==> config.mk <==
export PLATFORM = sky130hd
export DESIGN_NAME = controle_timer
export DESIGN_NICKNAME = d
export VERILOG_FILES = /design/src/rtl/controle_timer_pkg.sv /design/src/rtl/controle_timer_tick.sv /design/src/rtl/controle_timer.sv
export SDC_FILE = /design/constraint.sdc
export NUM_CORES = 1
export LEC_CHECK = 0
export ABC_AREA = 1
export BUFFER_PORTS_ARGS = -buffer_cell sky130_fd_sc_hd__clkbuf_2
export CORE_UTILIZATION = 55
export CTS_CLUSTER_DIAMETER = 50
export DETAILED_ROUTE_END_ITERATION = 10
export PLACE_DENSITY = 0.84
export SLEW_MARGIN = 10
export SYNTH_ARGS = -nofsm -noshare
export SYNTH_HDL_FRONTEND = slang
export SYNTH_SLANG_ARGS = --single-unit
==> constraint.sdc <==
create_clock -name clk -period 1.64 [get_ports clk]
set_clock_uncertainty 0.1 [all_clocks]
set_input_delay 0.246 -clock clk [delete_from_list [all_inputs] [get_ports clk]]
set_output_delay 0.246 -clock clk [all_outputs]
set_load 0.05 [all_outputs]
==> src/rtl/controle_timer_pkg.sv <==
// controle_timer_pkg: shared types and constants for the microwave timer control unit.
//   state_t    : control FSM states (encoding is visible on the state output)
//   MAX_DIGITS : number of keypad digits the MM:SS timer accepts
//   DIGIT_MAX  : largest keypad code treated as a decimal digit
package controle_timer_pkg;

    localparam int unsigned DIGIT_W    = 4;
    localparam int unsigned COUNT_W    = 2;
    localparam int unsigned MAX_DIGITS = 3;
    localparam int unsigned DIGIT_MAX  = 9;

    typedef enum logic [1:0] {
        IDLE  = 2'd0,
        SET   = 2'd1,
        COOK  = 2'd2,
        PAUSE = 2'd3
    } state_t;

    // Keypad codes above 9 are function keys and never reach the timer.
    function automatic logic is_digit(input logic [DIGIT_W-1:0] code);
        return code <= DIGIT_W'(DIGIT_MAX);
    endfunction

endpackage

==> src/rtl/controle_timer_tick.sv <==
// gerador_tick: once-per-second prescaler for the cooking countdown.
//   clk, reset : clock, asynchronous active-high reset
//   run        : count enable; the count holds its value while low
//   restart    : synchronously returns the count to 0 (fresh cook cycle)
//   tick       : high during the cycle in which the count sits at its terminal value while running
module gerador_tick #(
    parameter int unsigned TICKS_PER_SEC = 100
) (
    input  logic clk,
    input  logic reset,
    input  logic run,
    input  logic restart,
    output logic tick
);

    localparam int unsigned CNT_W = (TICKS_PER_SEC > 2) ? $clog2(TICKS_PER_SEC) : 1;
    localparam logic [CNT_W-1:0] TERMINAL = CNT_W'(TICKS_PER_SEC - 1);

    logic [CNT_W-1:0] cnt_q;
    logic [CNT_W-1:0] cnt_d;

    // Next count: restart wins, otherwise wrap at the terminal value while running.
    always_comb begin
        cnt_d = cnt_q;
        if (restart) begin
            cnt_d = '0;
        end else if (run) begin
            cnt_d = (cnt_q == TERMINAL) ? '0 : cnt_q + CNT_W'(1);
        end
    end

    always_ff @(posedge clk or posedge reset) begin
        if (reset) begin
            cnt_q <= '0;
        end else begin
            cnt_q <= cnt_d;
        end
    end

    assign tick = run && !restart && (cnt_q == TERMINAL);

endmodule

==> src/rtl/controle_timer.sv <==
// controle_timer: control unit for the microwave MM:SS countdown timer.
//   TICKS_PER_SEC  : clk cycles per timer decrement (>= 2)
//   clk, reset     : clock, asynchronous active-high reset
//   key_valid      : one-cycle strobe, key_digit holds a keypad code (0-9 digits, 10-15 ignored)
//   startn/stopn/clearn : debounced active-low buttons
//   door_closed    : 1 = door shut
//   zero           : timer reads 0:00
//   timer_data     : last loaded digit, shifted in while timer_load_n is low
//   timer_load_n / timer_clear_n / timer_enable_n : active-low one-cycle timer strobes
//   mag_on         : magnetron enable
//   done           : one-cycle pulse when cooking finishes
//   state          : IDLE=0, SET=1, COOK=2, PAUSE=3
module controle_timer
    import controle_timer_pkg::*;
#(
    parameter int unsigned TICKS_PER_SEC = 100
) (
    input  logic               clk,
    input  logic               reset,
    input  logic               key_valid,
    input  logic [DIGIT_W-1:0] key_digit,
    input  logic               startn,
    input  logic               stopn,
    input  logic               clearn,
    input  logic               door_closed,
    input  logic               zero,
    output logic [DIGIT_W-1:0] timer_data,
    output logic               timer_load_n,
    output logic               timer_clear_n,
    output logic               timer_enable_n,
    output logic               mag_on,
    output logic               done,
    output logic [1:0]         state
);

    // Button bit order: {stop, clear, start}
    localparam int unsigned BTN_W = 3;

    logic [BTN_W-1:0]   btn_d, btn_q, btn_prev_q;
    logic               start_press, stop_press, clear_press;

    state_t             state_q, state_d;
    logic [COUNT_W-1:0] digits_q, digits_d;
    logic [DIGIT_W-1:0] data_q, data_d;
    logic               load_n_q, load_n_d;
    logic               clear_n_q, clear_n_d;
    logic               enable_n_q, enable_n_d;
    logic               mag_on_q, mag_on_d;
    logic               done_q, done_d;

    logic               key_ok;
    logic               run;
    logic               restart;
    logic               tick;

    // A press is the registered button copy falling 1->0; holding gives one press.
    assign btn_d       = {stopn, clearn, startn};
    assign start_press = btn_prev_q[0] & ~btn_q[0];
    assign clear_press = btn_prev_q[1] & ~btn_q[1];
    assign stop_press  = btn_prev_q[2] & ~btn_q[2];

    assign key_ok = key_valid && is_digit(key_digit);

    // The prescaler advances only in cycles where COOK is not being left, so a
    // pause holds the count exactly and a finishing cycle never decrements.
    assign run = (state_q == COOK) && door_closed && !stop_press && !zero;

    gerador_tick #(
        .TICKS_PER_SEC(TICKS_PER_SEC)
    ) u_tick (
        .clk    (clk),
        .reset  (reset),
        .run    (run),
        .restart(restart),
        .tick   (tick)
    );

    // Next-state and next-output logic.
    always_comb begin
        state_d    = state_q;
        digits_d   = digits_q;
        data_d     = data_q;
        load_n_d   = 1'b1;
        clear_n_d  = 1'b1;
        enable_n_d = 1'b1;
        done_d     = 1'b0;
        restart    = 1'b0;

        unique case (state_q)
            IDLE: begin
                if (key_ok) begin
                    data_d   = key_digit;
                    load_n_d = 1'b0;
                    digits_d = COUNT_W'(1);
                    state_d  = SET;
                end
            end

            SET: begin
                if (stop_press) begin
                    // Stop has no meaning while setting, but still outranks the rest.
                end else if (clear_press) begin
                    clear_n_d = 1'b0;
                    digits_d  = '0;
                    state_d   = IDLE;
                end else if (start_press && door_closed && !zero) begin
                    restart = 1'b1;
                    state_d = COOK;
                end else if (key_ok && (digits_q < COUNT_W'(MAX_DIGITS))) begin
                    data_d   = key_digit;
                    load_n_d = 1'b0;
                    digits_d = digits_q + COUNT_W'(1);
                end
            end

            COOK: begin
                if (!door_closed || stop_press) begin
                    state_d = PAUSE;
                end else if (zero) begin
                    done_d   = 1'b1;
                    digits_d = '0;
                    state_d  = IDLE;
                end else if (tick) begin
                    enable_n_d = 1'b0;
                end
            end

            PAUSE: begin
                if (!door_closed) begin
                    // Open door blocks every button; cooking cannot resume.
                end else if (stop_press || clear_press) begin
                    clear_n_d = 1'b0;
                    digits_d  = '0;
                    state_d   = IDLE;
                end else if (start_press) begin
                    state_d = COOK;
                end
            end

            default: state_d = IDLE;
        endcase

        mag_on_d = (state_d == COOK);
    end

    // State and output registers; timer_clear_n resets low so the timer starts at 0:00.
    always_ff @(posedge clk or posedge reset) begin
        if (reset) begin
            state_q    <= IDLE;
            digits_q   <= '0;
            data_q     <= '0;
            load_n_q   <= 1'b1;
            clear_n_q  <= 1'b0;
            enable_n_q <= 1'b1;
            mag_on_q   <= 1'b0;
            done_q     <= 1'b0;
            btn_q      <= '1;
            btn_prev_q <= '1;
        end else begin
            state_q    <= state_d;
            digits_q   <= digits_d;
            data_q     <= data_d;
            load_n_q   <= load_n_d;
            clear_n_q  <= clear_n_d;
            enable_n_q <= enable_n_d;
            mag_on_q   <= mag_on_d;
            done_q     <= done_d;
            btn_q      <= btn_d;
            btn_prev_q <= btn_q;
        end
    end

    assign timer_data     = data_q;
    assign timer_load_n   = load_n_q;
    assign timer_clear_n  = clear_n_q;
    assign timer_enable_n = enable_n_q;
    assign mag_on         = mag_on_q;
    assign done           = done_q;
    assign state          = state_q;

endmodule

==> results.ini <==
[status]
outcome=complete, no violations

[place]
gp_routability_congestion=0.865
placed_area_sq_um=1560
dp_hpwl_mm=2.02
dp_cells=202
io_buffers=22

[global_routing]
use_met2_pct=36.3
use_met3_pct=3.77
grt_util_met1_pct=25.2
grt_max_degree=27
overflow=0
grt_pass1_vias=945
groute.usage.overall_pct=20.5
grt_pass1_wl_mm=4.11
antenna_found_initial=0
grt_most_used_layer=met2

[final_layout]
n_antenna_cell=0
finalNonFillerCells=211
final_util_pct=67.3
drive_gt1_share_pct=40.9
layout.nets=196
areaGrowthSynthToFinish_pct=16.8
finalInstanceArea_sq_um=1650

[floorplanning]
dieArea_sq_um=2780
pin_count=23
initial_core_util_pct=57.6
core-area_sq_um=2450
row_count=18
die_w_um=52.7
die_h_um=52.7

[synth]
synth_enable_flop_cells=0
synth_area_leaders=dfrtp_1 32%, dfstp_2 15%, nand2_1 9.5%, nand3_1 5.3%, nand2_4 4.8%
async_flop_share_pct=100
syn_nets=164
synthTopCellsByCount=36 x nand2_1, 18 x dfrtp_1, 15 x nand3_1
synth_ff_type=dfrtp_1
synth.most_common_cell=nand2_1
ys.warnings.count=0
syn_inst=150
ys_seq_area_share_pct=46.7
synth_area_sq_um=1420
synth_seq_cells=26
syn_area_per_cell_sq_um=9.43
yosys.area.top_type=dfrtp_1
synth_top_area_share_pct=31.8
yosysUniqueCellTypes=33

[timing]
hold_violations=0
holdWs_ps=56.5
slew_viol_final=0
max-slew-margin-rel_pct=79.0
clock.fmax_mhz=636
setup-tns-final_ps=0
period_needed_ps=1570
worst_slew_pin_slew_ps=315
finalCritPeriodShare_pct=95.9
setup_viol=0

[critical_path]
crit_path_top_delay_cell=dfrtp_2
r2r_slack_ps=90
cp_cell_sequence=clkbuf_2
startpoint_type=flip-flop
cpPeakStageDelay_ps=570
crit_family=flip-flops
critPathBufInv=1
required_ps=1290
worst_ep_arrival_time_ps=1230
worstSetupPathType=flip-flop to primary output
crit_path_end_kind=primary output
reg2reg_depth=8
critPathMaxFanout=9
worstReg2RegStart=u_tick.cnt_q[0]
crit_cells=1
rr_endpoint=u_tick.cnt_q[0]

[run]
cap_violations=0

[detailed_routing]
drt_iter0_drc=22
wirelength_mm=2.57
viasPerCell=5.09
num_vias=1075
first_pass_iters=4
drc=0
ant_nets=0
avgRoutedWirePerCell_um=12.2

[hold_path]
whs_path_depth=3
hold_path.class=primary input to flip-flop
hold_path.startpoint=key_digit[0]
hold_end=timer_data[0]

[clocking]
cts_buffer_depth=2
clkSlewWorstSetupHoldPaths_ps=140
clk_latency_ps=320
htree_num_levels=1
clockRootBuffer=clkbuf_4
cts_tree=built
cts_buffers=3
clock_sinks=26

[power]
irDropWorstVdd_mv=1.14
leakagePower_nw=0.866
p_per_area_nw_per_um2=1620

-- cell families after synthesis --
kind of cell	after synthesis	share of synthesized area, %
XOR/XNOR	3	1.86
adder cells (fa/ha/maj)	2	1.77
AND/OR/NAND/NOR	85	34.9
flip-flops	26	46.7
buffers and inverters	20	6.10
AO/OA/AOI/OAI	14	8.67
-- final cells by class --
cell class	count	area, sq um
inverter	19	78.8
sequential	26	662
timing repair buffer	28	165
tap	30	37.5
fill	190	802
clock buffer	4	36.3
multi-input combinational	104	673
-- per-stage QoR --
step	total power [mW]	worst slack, ps
after global routing	2.84	-3.44
after floorplan	2.09	2.24
after global placement	2.29	140
final	2.68	67.0
after detailed placement	2.34	68.4
after CTS	2.68	47.1
-- worst reg2reg max path: stages, from the launching register on --
cell      delay (ps)
dfrtp_1          440
ha_1             250
inv_1             80
nor3_2           130
nand2_1          120
nand2_4          110
clkinv_4          70
nor2_2           110
a21oi_2           50
-- routing by layer --
metal	wire, um	up-vias
li1	-	544
met1	1140	503
met2	1310	24
met3	102	4
met4	18	0
met5	0	-
-- where the power goes --
part / total [mW] / switching, mW / leakage (nW) / internal, mW
logic: 1.35 / 0.921 / 0.534 / 0.425
clock network: 0.320 / 0.184 / 0.0210 / 0.136
registers: 1.01 / 0.176 / 0.312 / 0.835
total: 2.68 / 1.28 / 0.866 / 1.40
-- repair_timing --
item                                    4_1_cts  5_1_grt
hold buffers                                  4        0
endpoints found under the hold margin        21        0
resized for setup                             1        1
endpoints found under the setup margin        1        5
setup buffers                                 0        1
-- how the worst max path moves through the flow --
stage | from | endpoint
floorplan | state[0] | timer_data[0]
global placement | u_tick.cnt_q[0] | u_tick.cnt_q[0]
detailed placement | u_tick.cnt_q[0] | u_tick.cnt_q[0]
CTS | u_tick.cnt_q[0] | u_tick.cnt_q[0]
global route | u_tick.cnt_q[0] | u_tick.cnt_q[0]
finish | state[0] | state[0]
-- flip-flops by register name, indices dropped and copies added, names as in the netlist --
| name | flops |
|---|---|
| u_tick.cnt_q | 7 |
| btn_prev_q | 3 |
| timer_clear_n | 1 |
| timer_data | 4 |
| mag_on | 1 |
| btn_q | 3 |
| done | 1 |
| timer_enable_n | 1 |
| state | 2 |
| digits_q | 2 |
| timer_load_n | 1 |
-- placed cells by master, fill, tap and decap left out, drive strengths merged --
| cell type | instances |
|---|---|
| a21oi | 2 |
| buf | 2 |
| clkbuf | 26 |
| clkinv | 1 |
| dfrtp | 18 |
| dfstp | 8 |
| dlygate4sd3 | 4 |
| ha | 2 |
| inv | 18 |
| nand2 | 47 |
| nand3 | 18 |
| nand4 | 1 |
| nor2 | 16 |
| nor2b | 1 |
| nor3 | 1 |
| nor4 | 1 |
| o2111ai | 1 |
| o21ai | 7 |
| o22ai | 3 |
| o31ai | 1 |
| xnor2 | 2 |
| xor2 | 1 |
Note: power is estimated with default switching activity, not from simulation.
